**config.mk**
```make
export PLATFORM = sky130hd
export DESIGN_NAME = dec_block_lock_ctrl_flat
export DESIGN_NICKNAME = d
export VERILOG_FILES = /design/src/rtl/dec_block_lock_ctrl_if.sv /design/src/rtl/dec_block_lock_ctrl.sv /design/src/flat_wrapper.sv
export SDC_FILE = /design/constraint.sdc
export NUM_CORES = 1
export LEC_CHECK = 0
export ABC_CLOCK_PERIOD_IN_PS = 3100
export CAP_MARGIN = 5
export CORE_AREA = 2 2 72 74
export DETAILED_ROUTE_END_ITERATION = 10
export DIE_AREA = 0 0 74 76
export PLACE_DENSITY_LB_ADDON = 0.1
export SLEW_MARGIN = 20
export SYNTH_ARGS = -nofsm -noshare
export SYNTH_HDL_FRONTEND = slang
export SYNTH_SLANG_ARGS = --single-unit
```
**constraint.sdc**
```tcl
create_clock -name enc_clk -period 3.1 [get_ports enc_clk]
set_input_delay 0.62 -clock enc_clk [delete_from_list [all_inputs] [get_ports enc_clk]]
set_output_delay 0.62 -clock enc_clk [all_outputs]
set_load 0.02 [all_outputs]
```
**src/rtl/dec_block_lock_ctrl_if.sv**
```systemverilog
// Handshake bundle between link training and the block-lock controller.
// The master drives the symbol headers and controls; the slave (the controller) returns lock status.
interface dec_block_lock_ctrl_if;
  logic       link_en;
  logic [1:0] gen_speed;
  logic       sym_valid;
  logic [3:0] lane_0_hdr;
  logic [3:0] lane_1_hdr;
  logic       enable_dec;
  logic       block_lock;
  logic       slip_0;
  logic       slip_1;
  logic       lock_lost;
  logic [1:0] state;
  logic [7:0] relock_count;

  modport master (
    output link_en, gen_speed, sym_valid, lane_0_hdr, lane_1_hdr,
    input  enable_dec, block_lock, slip_0, slip_1, lock_lost, state, relock_count
  );

  modport slave (
    input  link_en, gen_speed, sym_valid, lane_0_hdr, lane_1_hdr,
    output enable_dec, block_lock, slip_0, slip_1, lock_lost, state, relock_count
  );
endinterface

```
**src/rtl/dec_block_lock_ctrl.sv**
```systemverilog
// Two-lane sync-header block-lock controller for Gen2/Gen3/Gen4 decoding.
// Optional macro LOCK_STATS_EN enables the saturating relock_count statistic.
module dec_block_lock_ctrl #(
  parameter int LOCK_CNT  = 64,
  parameter int WINDOW    = 1024,
  parameter int BAD_LIMIT = 16,
  parameter int SLIP_WAIT = 4
) (
  input  logic                  enc_clk,
  input  logic                  rst,
  dec_block_lock_ctrl_if.slave  bus_if
);

  localparam int GOOD_W = $clog2(LOCK_CNT + 1);
  localparam int WIN_W  = $clog2(WINDOW);
  localparam int BAD_W  = $clog2(BAD_LIMIT + 1);
  localparam int WAIT_W = $clog2(SLIP_WAIT + 1);

  typedef enum logic [1:0] {
    ST_IDLE      = 2'b00,
    ST_HUNT      = 2'b01,
    ST_SLIP_WAIT = 2'b10,
    ST_LOCKED    = 2'b11
  } state_t;

  state_t              state_q;
  logic [GOOD_W-1:0]   good_cnt_q;
  logic [WIN_W-1:0]    win_cnt_q;
  logic [BAD_W-1:0]    bad_cnt_q;
  logic [WAIT_W-1:0]   wait_cnt_q;
  logic [1:0]          gen_prev_q;
  logic                enable_dec_q;
  logic                block_lock_q;
  logic                slip_0_q;
  logic                slip_1_q;
  logic                lock_lost_q;

  logic                lane0_ok;
  logic                lane1_ok;
  logic                sym_good;
  logic                slip_allowed;
  logic                gen_changed;
  logic [BAD_W-1:0]    bad_cnt_d;
  logic                win_last;
  logic                lose_lock;

  always_comb begin
    lane0_ok     = 1'b0;
    lane1_ok     = 1'b0;
    slip_allowed = 1'b0;
    case (bus_if.gen_speed)
      2'b10: begin
        lane0_ok     = (bus_if.lane_0_hdr[1:0] == 2'b01) || (bus_if.lane_0_hdr[1:0] == 2'b10);
        lane1_ok     = (bus_if.lane_1_hdr[1:0] == 2'b01) || (bus_if.lane_1_hdr[1:0] == 2'b10);
        slip_allowed = 1'b1;
      end
      2'b01: begin
        lane0_ok     = (bus_if.lane_0_hdr == 4'b0101) || (bus_if.lane_0_hdr == 4'b1010);
        lane1_ok     = (bus_if.lane_1_hdr == 4'b0101) || (bus_if.lane_1_hdr == 4'b1010);
        slip_allowed = 1'b1;
      end
      2'b00: begin
        lane0_ok = 1'b1;
        lane1_ok = 1'b1;
      end
      default: begin
        lane0_ok = 1'b0;
        lane1_ok = 1'b0;
      end
    endcase
    sym_good    = lane0_ok && lane1_ok;
    gen_changed = (bus_if.gen_speed != gen_prev_q);
    win_last    = (win_cnt_q == WIN_W'(WINDOW - 1));
    bad_cnt_d   = bad_cnt_q;
    if (!sym_good && (bad_cnt_q != BAD_W'(BAD_LIMIT))) begin
      bad_cnt_d = bad_cnt_q + 1'b1;
    end
    // Every way out of LOCKED; shared by the FSM and the relock statistic.
    lose_lock = (state_q == ST_LOCKED) &&
                (!bus_if.link_en || gen_changed ||
                 (bus_if.sym_valid && (bad_cnt_d == BAD_W'(BAD_LIMIT))));
  end

  always_ff @(posedge enc_clk or posedge rst) begin
    if (rst) begin
      state_q      <= ST_IDLE;
      good_cnt_q   <= '0;
      win_cnt_q    <= '0;
      bad_cnt_q    <= '0;
      wait_cnt_q   <= '0;
      gen_prev_q   <= 2'b00;
      enable_dec_q <= 1'b0;
      block_lock_q <= 1'b0;
      slip_0_q     <= 1'b0;
      slip_1_q     <= 1'b0;
      lock_lost_q  <= 1'b0;
    end else begin
      gen_prev_q  <= bus_if.gen_speed;
      slip_0_q    <= 1'b0;
      slip_1_q    <= 1'b0;
      lock_lost_q <= lose_lock;

      if (!bus_if.link_en) begin
        state_q      <= ST_IDLE;
        good_cnt_q   <= '0;
        win_cnt_q    <= '0;
        bad_cnt_q    <= '0;
        wait_cnt_q   <= '0;
        enable_dec_q <= 1'b0;
        block_lock_q <= 1'b0;
      end else if ((state_q != ST_IDLE) && gen_changed) begin
        state_q      <= ST_HUNT;
        good_cnt_q   <= '0;
        win_cnt_q    <= '0;
        bad_cnt_q    <= '0;
        wait_cnt_q   <= '0;
        enable_dec_q <= 1'b0;
        block_lock_q <= 1'b0;
      end else begin
        case (state_q)
          ST_IDLE: begin
            good_cnt_q <= '0;
            win_cnt_q  <= '0;
            bad_cnt_q  <= '0;
            wait_cnt_q <= '0;
            state_q    <= ST_HUNT;
          end

          ST_HUNT: begin
            if (bus_if.sym_valid) begin
              if (sym_good) begin
                if (good_cnt_q >= GOOD_W'(LOCK_CNT - 1)) begin
                  good_cnt_q   <= GOOD_W'(LOCK_CNT);
                  win_cnt_q    <= '0;
                  bad_cnt_q    <= '0;
                  state_q      <= ST_LOCKED;
                  enable_dec_q <= 1'b1;
                  block_lock_q <= 1'b1;
                end else begin
                  good_cnt_q <= good_cnt_q + 1'b1;
                end
              end else begin
                good_cnt_q <= '0;
                wait_cnt_q <= '0;
                slip_0_q   <= slip_allowed && !lane0_ok;
                slip_1_q   <= slip_allowed && !lane1_ok;
                state_q    <= ST_SLIP_WAIT;
              end
            end
          end

          // The aligner needs a few cycles to apply the slip, so headers are ignored here.
          ST_SLIP_WAIT: begin
            if (wait_cnt_q >= WAIT_W'(SLIP_WAIT - 1)) begin
              wait_cnt_q <= '0;
              good_cnt_q <= '0;
              state_q    <= ST_HUNT;
            end else begin
              wait_cnt_q <= wait_cnt_q + 1'b1;
            end
          end

          ST_LOCKED: begin
            if (bus_if.sym_valid) begin
              if (bad_cnt_d == BAD_W'(BAD_LIMIT)) begin
                state_q      <= ST_HUNT;
                good_cnt_q   <= '0;
                win_cnt_q    <= '0;
                bad_cnt_q    <= '0;
                enable_dec_q <= 1'b0;
                block_lock_q <= 1'b0;
              end else if (win_last) begin
                win_cnt_q <= '0;
                bad_cnt_q <= '0;
              end else begin
                win_cnt_q <= win_cnt_q + 1'b1;
                bad_cnt_q <= bad_cnt_d;
              end
            end
          end

          default: state_q <= ST_IDLE;
        endcase
      end
    end
  end

`ifdef LOCK_STATS_EN
  logic [7:0] relock_q;

  always_ff @(posedge enc_clk or posedge rst) begin
    if (rst) begin
      relock_q <= 8'd0;
    end else if (lose_lock && (relock_q != 8'hFF)) begin
      relock_q <= relock_q + 8'd1;
    end
  end

  assign bus_if.relock_count = relock_q;
`else
  assign bus_if.relock_count = 8'd0;
`endif

  assign bus_if.enable_dec = enable_dec_q;
  assign bus_if.block_lock = block_lock_q;
  assign bus_if.slip_0     = slip_0_q;
  assign bus_if.slip_1     = slip_1_q;
  assign bus_if.lock_lost  = lock_lost_q;
  assign bus_if.state      = state_q;

endmodule

```
**src/flat_wrapper.sv**
```systemverilog
// flat-port wrapper written by rule: the top's interface ports become plain ports
module dec_block_lock_ctrl_flat 
#(
  parameter int LOCK_CNT  = 64,
  parameter int WINDOW    = 1024,
  parameter int BAD_LIMIT = 16,
  parameter int SLIP_WAIT = 4
)
  (enc_clk, rst, bus_if_link_en, bus_if_gen_speed, bus_if_sym_valid, bus_if_lane_0_hdr, bus_if_lane_1_hdr, bus_if_enable_dec, bus_if_block_lock, bus_if_slip_0, bus_if_slip_1, bus_if_lock_lost, bus_if_state, bus_if_relock_count);
  dec_block_lock_ctrl_if bus_if_i ();
  input  logic enc_clk;
  input  logic rst;
  input wire logic [$bits(bus_if_i.link_en)-1:0] bus_if_link_en;
  input wire logic [$bits(bus_if_i.gen_speed)-1:0] bus_if_gen_speed;
  input wire logic [$bits(bus_if_i.sym_valid)-1:0] bus_if_sym_valid;
  input wire logic [$bits(bus_if_i.lane_0_hdr)-1:0] bus_if_lane_0_hdr;
  input wire logic [$bits(bus_if_i.lane_1_hdr)-1:0] bus_if_lane_1_hdr;
  output wire logic [$bits(bus_if_i.enable_dec)-1:0] bus_if_enable_dec;
  output wire logic [$bits(bus_if_i.block_lock)-1:0] bus_if_block_lock;
  output wire logic [$bits(bus_if_i.slip_0)-1:0] bus_if_slip_0;
  output wire logic [$bits(bus_if_i.slip_1)-1:0] bus_if_slip_1;
  output wire logic [$bits(bus_if_i.lock_lost)-1:0] bus_if_lock_lost;
  output wire logic [$bits(bus_if_i.state)-1:0] bus_if_state;
  output wire logic [$bits(bus_if_i.relock_count)-1:0] bus_if_relock_count;
  assign bus_if_i.link_en = bus_if_link_en;
  assign bus_if_i.gen_speed = bus_if_gen_speed;
  assign bus_if_i.sym_valid = bus_if_sym_valid;
  assign bus_if_i.lane_0_hdr = bus_if_lane_0_hdr;
  assign bus_if_i.lane_1_hdr = bus_if_lane_1_hdr;
  assign bus_if_enable_dec = bus_if_i.enable_dec;
  assign bus_if_block_lock = bus_if_i.block_lock;
  assign bus_if_slip_0 = bus_if_i.slip_0;
  assign bus_if_slip_1 = bus_if_i.slip_1;
  assign bus_if_lock_lost = bus_if_i.lock_lost;
  assign bus_if_state = bus_if_i.state;
  assign bus_if_relock_count = bus_if_i.relock_count;
  dec_block_lock_ctrl #(.LOCK_CNT(LOCK_CNT), .WINDOW(WINDOW), .BAD_LIMIT(BAD_LIMIT), .SLIP_WAIT(SLIP_WAIT)) u_core (.enc_clk(enc_clk), .rst(rst), .bus_if(bus_if_i));
endmodule
```
==> results of run 1 <==
-- state kept, by name (all words and copies together) (netlist names) --
register and flops:
u_core.good_cnt_q 7, u_core.wait_cnt_q 3, u_core.bus_if.slip_0 1, u_core.bus_if.lock_lost 1
u_core.bad_cnt_q 5, u_core.win_cnt_q 10, u_core.bus_if.enable_dec 1, u_core.bus_if.slip_1 1
u_core.gen_prev_q 2, u_core.bus_if.state 2
-- stage by stage --
step	setup WS (ns)	cell area, sq um	TNS, ns
after floorplan	0.0479	2360	0
after global placement	-0.357	2840	-4.74
after detailed placement	-0.470	2840	-5.88
after CTS	0.00948	2970	0
after global routing	-0.00269	2990	-0.00269
final	0.114	2990	0
-- path summary, 6_finish.rpt --
kind / startpoint / slack, ns / cells past startpoint / to
setup / recovery: bus_if_gen_speed[1] / 0.11 / 10 / u_core.bus_if.state[0]$_DFFE_PP0P_
hold / removal: u_core.good_cnt_q[5]$_DFFE_PP0P_ / 0.52 / 2 / u_core.good_cnt_q[5]$_DFFE_PP0P_
setup reg to reg: u_core.bad_cnt_q[0]$_DFFE_PP0P_ / 0.61 / 10 / u_core.win_cnt_q[7]$_DFFE_PP0P_
hold reg to reg: u_core.good_cnt_q[5]$_DFFE_PP0P_ / 0.52 / 2 / u_core.good_cnt_q[5]$_DFFE_PP0P_
max in group asynchronous: rst / 2.07 / 3 / u_core.bus_if.enable_dec$_DFFE_PP0P_
min in group asynchronous: rst / 0.73 / 3 / u_core.good_cnt_q[2]$_DFFE_PP0P_
-- power by group --
part / switching, mW / internal (mW)
Clock: 0.162 / 0.262
Combinational: 0.352 / 0.326
Sequential: 0.0325 / 0.457
-- cells in the final DEF (no fill, tap or decap), drive strengths merged, types with 7 or more instances in the layout --
cell           netlist  routed
nand3               10      10
buf                 11      39
a31oi                7       7
clkbuf               2       7
inv                 29      29
clkdlybuf4s50        0      16
conb                 1       8
a21oi                9       9
nand2               28      28
ha                  18      18
dfrtp               33      33
nor2                19      19
o21ai               13      13
-- final cells by class --
type | instances | area [sq um] | share of cell area (%)
clock inverter | 1 | 30.0 | 1.00
timing repair buffer | 59 | 499 | 16.7
sequential | 33 | 826 | 27.6
inverter | 29 | 109 | 3.64
tap | 70 | 87.6 | 2.93
multi-input combinational | 195 | 1350 | 45.3
clock buffer | 7 | 86.3 | 2.89
-- cell families (layout without fill, tap and decap cells) --
group | Yosys count | in the layout | synth area share [%]
adders and majority gates | 18 | 18 | 9.66
DFF | 33 | 33 | 35.4
muxes | 10 | 10 | 4.51
xor gates and xnor gates | 3 | 3 | 1.13
and+or+nand+nor | 91 | 91 | 19.8
other | 1 | 8 | 0.161
buffers and inverters | 42 | 96 | 8.32
AOI/OAI and AO/OA | 65 | 65 | 21.0
-- routing by layer --
| metal | vias to the layer above | routed length [microns] | GRT usage, % |
|---|---|---|---|
| met4 | 0 | 49 | 5.27 |
| met2 | 33 | 2200 | 28.3 |
| met1 | 960 | 2420 | 25.8 |
| met5 | - | 0 | 0 |
| met3 | 5 | 181 | 4.37 |
| li1 | 1048 | - | - |
-- critical path: cells and delay by family --
family,cells,cell delay [ns]
buf+inv,2,0.38
mux,2,0.60
compound gates,4,1.24
simple gates,1,0.15
fa+ha+maj,1,0.16
-- what timing repair did --
action / in CTS / in global routing
hold endpoints to repair: 0 / 0
gates resized for setup: 6 / 4
setup buffers: 1 / 1
pin swaps: 3 / 3
setup endpoints to repair: 10 / 11
==> metrics.txt, run 1 <==
Hold Path Class reg -> reg; synthesized area per cell just under 9 sq um; Final Instance Count excl. Fillers between 300 and 400; Pins Over Slew Limit 0; clk root buf clkbuf_8; Clock Latency Late Sink 0.28 ns; first-pass GRT wire length around 8300 microns; Initial Utilization a little under half; measured slew at the worst slew-check pin 0.505 ns; H-tree Lvls 2; DRC 0; IO Count 29; gr usage total between 10% and 20%; GP Congestion approximately 0.84; DR iter-0 viols 85; synthesis-to-finish area growth 28.3%; final core utilization 60.9%; via count a little over 2000; Netlist cell types between 50 and 60; full die area 5620 sq um; die height about 76 microns; overall routed net length just under 5000 microns; largest net degree at the start of global routing 34; crit path kind in -> reg; Cell Pwr Density roughly 530 nW/um^2; Post-Syn Instances 263; cells along the critical path dlygate4sd2_1 -> buf_6 -> ha_2 -> nor2b_2 -> o41a_1 -> a21oi_4 -> mux2i_2 -> o211ai_1 -> a311oi_2 -> mux2_4; number of core rows 26; status complete, no violations; fin crit period around 3.0 ns; Leak 1.41 nW; post-synth top area share 35.4%; wire length per cell between 10 and 15 microns; top achievable clock speed roughly 330 MHz; initial antenna violation count 0; area leader, netlist dfrtp_1; CTS tree yes; Hold Slack 0.521 ns; Primary FF master, synth dfrtp_1; final period utilization between 90% and 100%; layout cell share with drive strength beyond 1 18.8%; # Max-Cap Violations 0; CTS clk-pin slew, worst paths approximately 0.07 ns; YS warnings 0; crit path max-delay cell type o41a_1; Async SR Flop Fraction between 90% and 100%; CP Launch Type input port; TritonCTS buffer count 5; Core ar. between 4000 and 5000 sq um; Detailed Place HPWL around 3600 microns; global route overflow 0; sequential cell area fraction in the yosys report a little over a third; Die X ~74 microns; Worst EP arrival approximately 3.2 ns; count leader, synth dfrtp_1; clock skew 0.00264 ns; 1st-pass router iterations 4; Synth Register Bits 33; power consumption around 1.6 mW; I/O Buffers 20; fill count 451; final setup vio count 0; worst-path fanout max 4; Clock Path Buffers 2; commonest cells in the netlist 33 x dfrtp_1, 29 x inv_1, 28 x nand2_1, 19 x nor2_1, 18 x ha_1; CTS sink cnt 33; hold_buf cts 0; Cell Area, Synth 2330 sq um; Worst EP required 3.27 ns; max incr delay on CP ~0.46 ns; slew margin rel. around 66%; Routed Antenna Nets 0; fin nets ~360; crit end category flip-flop; placed cell count about 380; vias in the first global route 1883; Post-synth EDFFs 0; largest cells by area after synthesis dfrtp_1 35%, ha_1 9.7%, inv_1 4.7%; Max VDD drop 251 uV; Vias/cell slightly above 5; antenna cells 0; final hold viol count 0
Power figures use the tool's default switching activity.
==> run 2, diff against run 1 <==
- SLEW_MARGIN: 20 -> default
==> results of run 2 <==
Final layout, timing and power as in run 1 (identical DEF).
==> run 3, diff against run 2 <==
- ABC_CLOCK_PERIOD_IN_PS: 3100 -> 2700
- clock period: 3.1 -> 2.7 ns (I/O delays scaled with it)
==> run 3 against run 2 <==
Critical path depth is the same. Clock power shrank 12%. Via count grew 2.6%. Worst setup slack lost 0.037 ns. Wire length grew 8.4%. Largest cell class unchanged.
==> metrics.txt, run 3 (synthesis gave the netlist of run 1 again) <==
status complete, no violations; Vias/cell 5.24 (+0.85%); DR iter-0 viols 116 (+36%); via count 2100 (+2.6%); Worst EP arrival 2.79 ns (-0.36 ns); global route overflow 0 (unchanged); Clock Latency Late Sink 0.28 ns (about the same); final setup vio count 0 (unchanged); placed cell area 2980 sq um (+5.1%); Leak 1.44 nW (+2.6%); max FFs per register 10 (unchanged); Core ar. 4910 sq um (unchanged); Final Instance Count excl. Fillers 401 (+1.8%); synthesis-to-finish area growth 34.8%; layout cell share with drive strength beyond 1 24.8% (+5.9 points); die height 76 microns (unchanged); final core utilization 64.0% (+3.1 points); number of core rows 26 (unchanged); placed cell count 390 (+1.6%); H-tree Lvls 2 (unchanged); r2r startpoint u_core.bad_cnt_q[2]$_DFFE_PP0P_; CP Launch Type input port; initial antenna violation count 0 (unchanged); first-pass GRT wire length 9250 microns (+12%); biggest regs u_core.win_cnt_q: 10 flops, u_core.good_cnt_q: 7 flops, u_core.bad_cnt_q: 5 flops; CTS clk-pin slew, worst paths 0.07 ns (about the same); Detailed Place HPWL 3920 microns (+7.5%); antenna cells 0 (unchanged); setup ws final 0.0772 ns (-0.0371 ns); Worst Setup Slack post-DPL -0.739 ns (-0.269 ns); wire length per cell 13.1 microns (+6.5%); largest reg by FF count u_core.win_cnt_q; crit path kind in -> reg; full die area 5620 sq um (unchanged); gr usage total 20.4% (+1.9 points); I/O Buffers 20 (unchanged); most common cell after layout, fill and taps aside buf_4; clk root buf clkbuf_8; post-route cell area 3140 sq um (+5.1%); # Max-Cap Violations 0 (unchanged); Die X 74 microns (unchanged); commonest cells after routing, fill and taps aside 47 x buf_4, 33 x dfrtp_1, 28 x nand2_1; final hold viol count 0 (unchanged); RSZ-0062 raised after global routing true; Setup TNS 0 ns (unchanged); Hold Slack 0.499 ns (-0.0219 ns); Routed Antenna Nets 0 (unchanged); slew margin rel. 66.1% (-0.19 points); final period utilization 97.1%; clock skew 0.00604 ns (+0.00340 ns); fin crit period 2.62 ns; Max VDD drop 342 uV (+36%); crit end category flip-flop; Cell Pwr Density 579 nW/um^2 (+8.9%); Worst EP required 2.87 ns (-0.40 ns); DRC 0 (unchanged); hold_buf cts 0 (unchanged); IO Count 29 (unchanged); crit path launch bus_if_gen_speed[1]; Clock Path Buffers 2 (unchanged); vias in the first global route 2075 (+10%); largest net degree at the start of global routing 34 (unchanged); measured slew at the worst slew-check pin 0.506 ns (+0.000903 ns); CTS sink cnt 33 (unchanged); worst-path fanout max 3 (-1); 1st-pass router iterations 4 (unchanged); CTS tree yes; Hold Startpoint bus_if_gen_speed[0]; Pins Over Slew Limit 0 (unchanged); Initial Utilization 47.5% (unchanged); power consumption 1.82 mW (+14%); fin nets 363 (+2.3%); GP Congestion 0.810 (-3.2%); overall routed net length 5260 microns (+8.4%); top achievable clock speed approximately 380 MHz; Hold Path Class in -> reg; TritonCTS buffer count 5 (unchanged)
run 3: critical path, cell delays in order:
cell      delay (ns)
buf_12          0.10
inv_12          0.03
ha_4            0.15
and4b_1         0.20
o41a_1          0.42
a21oi_4         0.20
mux2i_2         0.25
o211ai_1        0.21
a311oi_2        0.35
mux2_4          0.33
run 3: metal layers:
metal | wire length, microns | up-vias | GRT usage [%]
met5 | 0 | - | 0
met4 | 36 | 0 | 4.36
met3 | 206 | 4 | 3.70
met2 | 2530 | 46 | 32.9
met1 | 2480 | 987 | 28.4
li1 | - | 1063 | -
run 3: cell type report:
cell class / count / area, sq um
flip-flops and latches: 33 / 826
clock buffers: 7 / 86.3
multi-input cells: 195 / 1430
well taps: 70 / 87.6
fillers: 426 / 1770
inverters: 29 / 131
repair buffers: 67 / 581
run 3: report_power, final:
part | total, mW | internal [mW] | leakage (nW) | switching, mW
clock network | 0.374 | 0.202 | 0.0443 | 0.172
registers | 0.565 | 0.524 | 0.453 | 0.0405
logic | 0.881 | 0.446 | 0.947 | 0.435
run 3: timing repair:
item                                    CTS  global route
gates resized for setup                  26            11
pin swaps                                 8             7
endpoints found under the setup margin   29            15
setup buffers                             3             2
run 3: path summary, 6_finish.rpt:
| path | to | slack [ns] | cells after the start |
|---|---|---|---|
| setup / recovery | u_core.bus_if.state[0]$_DFFE_PP0P_ | 0.08 | 10 |
| hold / removal | u_core.gen_prev_q[0]$_DFF_PP0_ | 0.50 | 2 |
| setup reg to reg | u_core.win_cnt_q[7]$_DFFE_PP0P_ | 0.24 | 9 |
| hold reg to reg | u_core.good_cnt_q[5]$_DFFE_PP0P_ | 0.51 | 2 |
| max in group asynchronous | u_core.bad_cnt_q[1]$_DFFE_PP0P_ | 1.73 | 3 |
| min in group asynchronous | u_core.good_cnt_q[2]$_DFFE_PP0P_ | 0.65 | 3 |
